$ cat src/rtl/jam_cost_server.sv
// Cost-table responder for the assignment solver: streams in an 8x8 cost table,
// serves W/J lookups with one-cycle latency, then captures and grades the result.
module jam_cost_server #(
   parameter int COST_W  = 7,
   parameter int TIMEOUT = 45000
) (
   input  logic              CLK,
   input  logic              RST,
   input  logic              load_valid,
   output logic              load_ready,
   input  logic [COST_W-1:0] load_data,
   input  logic [2:0]        W,
   input  logic [2:0]        J,
   output logic [COST_W-1:0] Cost,
   input  logic [9:0]        MinCost,
   input  logic [3:0]        MatchCount,
   input  logic              Valid,
   input  logic [9:0]        exp_min_cost,
   input  logic [3:0]        exp_match_count,
   output logic              table_loaded,
   output logic              done,
   output logic              pass,
   output logic              timeout,
   output logic [9:0]        cap_min_cost,
   output logic [3:0]        cap_match_count
);

   localparam int TO_W = $clog2(TIMEOUT + 1);
   localparam logic [TO_W-1:0] TO_LAST = TO_W'(TIMEOUT - 1);
   localparam logic [TO_W-1:0] TO_MAX  = {TO_W{1'b1}};

   typedef enum logic [1:0] {S_LOAD, S_SERVE, S_DONE} state_t;

   state_t            state_q, state_d;
   logic [5:0]        idx_q, idx_d;
   logic [TO_W-1:0]   cnt_q, cnt_d;
   logic [COST_W-1:0] cost_q, cost_d;
   logic              done_q, done_d;
   logic              pass_q, pass_d;
   logic              timeout_q, timeout_d;
   logic [9:0]        cap_min_q, cap_min_d;
   logic [3:0]        cap_cnt_q, cap_cnt_d;
   logic              wr_en;
   logic [COST_W-1:0] table_q [64];

   // Table must clear on reset so a stale table can never be served after a reload abort.
   always_ff @(posedge CLK or posedge RST) begin
      if (RST) begin
         for (int i = 0; i < 64; i++) table_q[i] <= '0;
      end else if (wr_en) begin
         table_q[idx_q] <= load_data;
      end
   end

   always_ff @(posedge CLK or posedge RST) begin
      if (RST) begin
         state_q   <= S_LOAD;
         idx_q     <= '0;
         cnt_q     <= '0;
         cost_q    <= '0;
         done_q    <= 1'b0;
         pass_q    <= 1'b0;
         timeout_q <= 1'b0;
         cap_min_q <= '0;
         cap_cnt_q <= '0;
      end else begin
         state_q   <= state_d;
         idx_q     <= idx_d;
         cnt_q     <= cnt_d;
         cost_q    <= cost_d;
         done_q    <= done_d;
         pass_q    <= pass_d;
         timeout_q <= timeout_d;
         cap_min_q <= cap_min_d;
         cap_cnt_q <= cap_cnt_d;
      end
   end

   always_comb begin
      state_d   = state_q;
      idx_d     = idx_q;
      cnt_d     = cnt_q;
      cost_d    = '0;
      done_d    = done_q;
      pass_d    = pass_q;
      timeout_d = timeout_q;
      cap_min_d = cap_min_q;
      cap_cnt_d = cap_cnt_q;
      wr_en     = 1'b0;
      case (state_q)
         S_LOAD: begin
            cnt_d = '0;
            if (load_valid) begin
               wr_en = 1'b1;
               idx_d = idx_q + 6'd1;
               if (idx_q == 6'd63) state_d = S_SERVE;
            end
         end
         S_SERVE: begin
            cost_d = table_q[{W, J}];
            if (cnt_q != TO_MAX) cnt_d = cnt_q + TO_W'(1);
            // A result arriving on the last allowed cycle still counts as on time.
            if (Valid) begin
               cap_min_d = MinCost;
               cap_cnt_d = MatchCount;
               pass_d    = (MinCost == exp_min_cost) && (MatchCount == exp_match_count);
               done_d    = 1'b1;
               state_d   = S_DONE;
            end else if (cnt_q >= TO_LAST) begin
               timeout_d = 1'b1;
               done_d    = 1'b1;
               pass_d    = 1'b0;
               state_d   = S_DONE;
            end
         end
         S_DONE: begin
            cost_d = table_q[{W, J}];
         end
         default: begin
            state_d = S_LOAD;
         end
      endcase
   end

   assign load_ready      = (state_q == S_LOAD);
   assign table_loaded    = (state_q != S_LOAD);
   assign Cost            = cost_q;
   assign done            = done_q;
   assign pass            = pass_q;
   assign timeout         = timeout_q;
   assign cap_min_cost    = cap_min_q;
   assign cap_match_count = cap_cnt_q;

endmodule

$ cat config.mk
export PLATFORM = sky130hd
export DESIGN_NAME = jam_cost_server
export DESIGN_NICKNAME = d
export VERILOG_FILES = /design/src/rtl/jam_cost_server.sv
export SDC_FILE = /design/constraint.sdc
export NUM_CORES = 1
export LEC_CHECK = 0
export CORE_MARGIN = 2
export CORE_UTILIZATION = 52
export CTS_CLUSTER_DIAMETER = 100
export DETAILED_ROUTE_END_ITERATION = 8
export PLACE_DENSITY = 0.67
export SLEW_MARGIN = 10
export SYNTH_ARGS = -nofsm -noshare
export SYNTH_HDL_FRONTEND = slang
export SYNTH_SLANG_ARGS = --single-unit
$ cat constraint.sdc
create_clock -name CLK -period 23.8 [get_ports CLK]
set_input_delay 4.76 -clock CLK [delete_from_list [all_inputs] [get_ports CLK]]
set_output_delay 4.76 -clock CLK [all_outputs]
set_load 0.05 [all_outputs]
==> out/results.ini <==
[routing]
wl_per_cell_um=25.1
firstDrtPassIters=5
vias=13334
wl_met3_um=3050
wl_met2_um=26000
routed_via_density=6.02
ant_nets=0
dr.max_layer_used=met4
route.detailed.drc=0
drt_iter0_markers=1001
routed_wirelength_um=55500
routedLengthMet1_um=24500

[global_route]
grt_max_degree=127
antenna_found_initial=0
grt_pass1_vias=13957
overflow=0
grt_use_total_pct=24.8
grt_pass1_wl_um=86900

[power]
leakage_nw=11.7
p_total_mw=2.66
ir_drop_mv=0.0540
powerDensity_mw_per_mm2=103

[worst_setup_path]
crit_path_max_incr_delay_ns=0.82
timing.rr.end=table_q[339]
crit_family=buffers and inverters
rr_worst_depth=6
end_kind=output pin
required_ns=19.04
r2r_slack_ns=20.60
worstReg2RegStart=state_q[1]
path_max_fanout=8
path_buf_inv=3
path_common_cell=inv_1
cp_cell_sequence=inv_1 -> ha_1 -> inv_1 -> clkdlybuf4s50_1
start_kind=flop
worstSetupPathType=reg2out
worst_ep_arrival_time_ns=2.34
crit_slowest_cell=clkdlybuf4s50_1

[flow_run]
drv_cap=0

[worst_hold_path]
whs_endpoint=timeout
min_path_type=reg2reg
holdCritStartpoint=timeout
min_path_cells=1

[clock_network]
cts_buffers=53
clk_latency_ns=0.59
cts-root-buf=clkbuf_16
clk_pin_slew_ns=0.06
cts_setup_buffers=0
h-tree-depth=2
cts_resized=0
clkSinkCount=496
cts_tree=built
postCtsHoldBufs=0
ctsLongestPathBuffers=3

[timing]
period_needed_ns=7.11
maxSlewHeadroom_pct=16.7
fin_crit_sh_pct=29.9
fin_skew_ns=0.0188
final-setup-viol-count=0
setup_tns_ns=0
rsz0062_at_grt=no
finalHoldViolCount=0
slew_violations=0
worst_pin_slew_ns=1.25
fmax_mhz=141

[synthesis]
synth_seq_cells=496
yosysWarningCount=0
netlist_area_mm2=0.0230
synth-async-reset-ratio_pct=100
yosysTopAreaCellShare_pct=54.0
syn_nets=1593
synth_top_area_cell=dfrtp_1
syn_area_per_cell_um2=14.9
synth.area.top_cells=dfrtp_1 (54%), mux2_2 (23%), mux4_2 (11%), nor2_2 (1.3%), clkbuf_1 (0.96%)
syn-instance-count=1543
synth_edf_count=0
yosysSeqAreaShare_pct=54.0
ys_types=59
synth-main-ff-cell=dfrtp_1

[finish]
n_antenna_cell=0
syn2layout_area_growth_pct=12.1
nets=1633
drive_gt1_share_pct=46.2
design_area_mm2=0.0258
final_common_cell=dfrtp_1
final_cell_mix=dfrtp_1 (496), mux2_2 (465), mux4_2 (113)
nFillCells=3458

[place]
dp_hpwl_um=34600
port_buffers=70
place_congestion=0.847
placed_area_mm2=0.0240

[die]
die-width_um=214
ios=71
core-area_mm2=0.0439
start_util_pct=52.3
rows=77
die_h_um=214
die_area_mm2=0.0459

[outcome]
status=complete, no violations

worst max-delay path by stage:
stage                from           end  depth (start not counted)
2_1_floorplan         RST       Cost[0]                          1
3_3_place_gp         J[1]       Cost[0]                          7
3_5_place_dp         J[1]       Cost[0]                          7
4_1_cts        state_q[1]  table_loaded                          4
5_1_grt        state_q[1]  table_loaded                          4
6_report       state_q[1]  table_loaded                          4
state kept, by name (all words and copies together), names as in the netlist:
register	cells
cap_min_cost	10
idx_q	6
pass	1
cap_match_count	4
table_q	448
state_q	2
Cost	7
done	1
cnt_q	16
timeout	1
cells by family after synthesis:
family | Yosys count | synth area share [%]
adder cells (fa/ha/maj) | 5 | 0.272
AND/OR/NAND/NOR | 224 | 5.27
buffers and inverters | 112 | 2.25
XOR/XNOR | 23 | 0.877
multiplexers | 600 | 34.8
flip-flops | 496 | 54.0
AO/OA/AOI/OAI | 83 | 2.50
area by class of cell:
class	instances	area, um^2	area share, %
sequential	496	12400	48.2
multi-input combinational	935	10000	39.0
clock buffer	83	1540	5.97
timing repair buffer	89	800	3.10
tap	592	741	2.88
clock inverter	11	183	0.709
inverter	8	37.5	0.146
power breakdown:
group | switching, mW | internal (mW) | leakage (nW) | total, mW
clock network | 0.332 | 0.495 | 0.839 | 0.827
registers | 0.143 | 1.09 | 6.68 | 1.23
logic | 0.264 | 0.336 | 4.20 | 0.600
cell usage after synthesis (3+ instances only):
| cell type | instances |
|---|---|
| o31ai_1 | 5 |
| nor2b_1 | 12 |
| nand2_2 | 9 |
| o22ai_1 | 19 |
| or2_2 | 3 |
| xor2_1 | 5 |
| and3_1 | 5 |
| clkbuf_1 | 59 |
| buf_4 | 16 |
| a21oi_1 | 13 |
| nand2_1 | 42 |
| mux2_2 | 465 |
| a211oi_1 | 8 |
| ha_1 | 5 |
| dfrtp_1 | 496 |
| a22oi_1 | 6 |
| nand4_1 | 11 |
| nand2b_1 | 10 |
| xnor2_1 | 18 |
| inv_1 | 8 |
| nor4_1 | 3 |
| o21ai_0 | 8 |
| nor2_2 | 46 |
| nand3_1 | 14 |
| buf_2 | 18 |
| buf_1 | 9 |
| nor3b_1 | 3 |
| mux4_2 | 113 |
| nor3_1 | 15 |
| nor2_1 | 37 |
| mux2i_1 | 22 |
| o22a_1 | 3 |
worst register-to-register path: cells and delay by family (launching register included):
kind | cells | cell delay [ns]
simple gates | 3 | 1.83
mux | 1 | 0.40
flops | 1 | 0.41
fa+ha+maj | 1 | 0.34
buf+inv | 1 | 0.10
routing by layer:
metal | vias to the layer above | track usage [%]
met3 | 113 | 4.70
li1 | 5789 | -
met5 | - | 0
met1 | 7072 | 34.9
met4 | 0 | 9.14
met2 | 360 | 38.7
per-stage QoR:
step / cells / util [%] / setup slack [ns] / hold slack (ns)
6_report: 2214 / 58.6 / 16.70 / 0.491
5_1_grt: 2214 / 58.6 / 16.59 / 0.511
4_1_cts: 2214 / 58.6 / 16.65 / 0.491
3_5_place_dp: 2120 / 54.7 / 16.19 / 0.475
3_3_place_gp: 2120 / 54.7 / 16.20 / 0.465
2_1_floorplan: 1543 / - / 5.19 / 0.455
No activity file was read; power rests on OpenSTA's default activity.
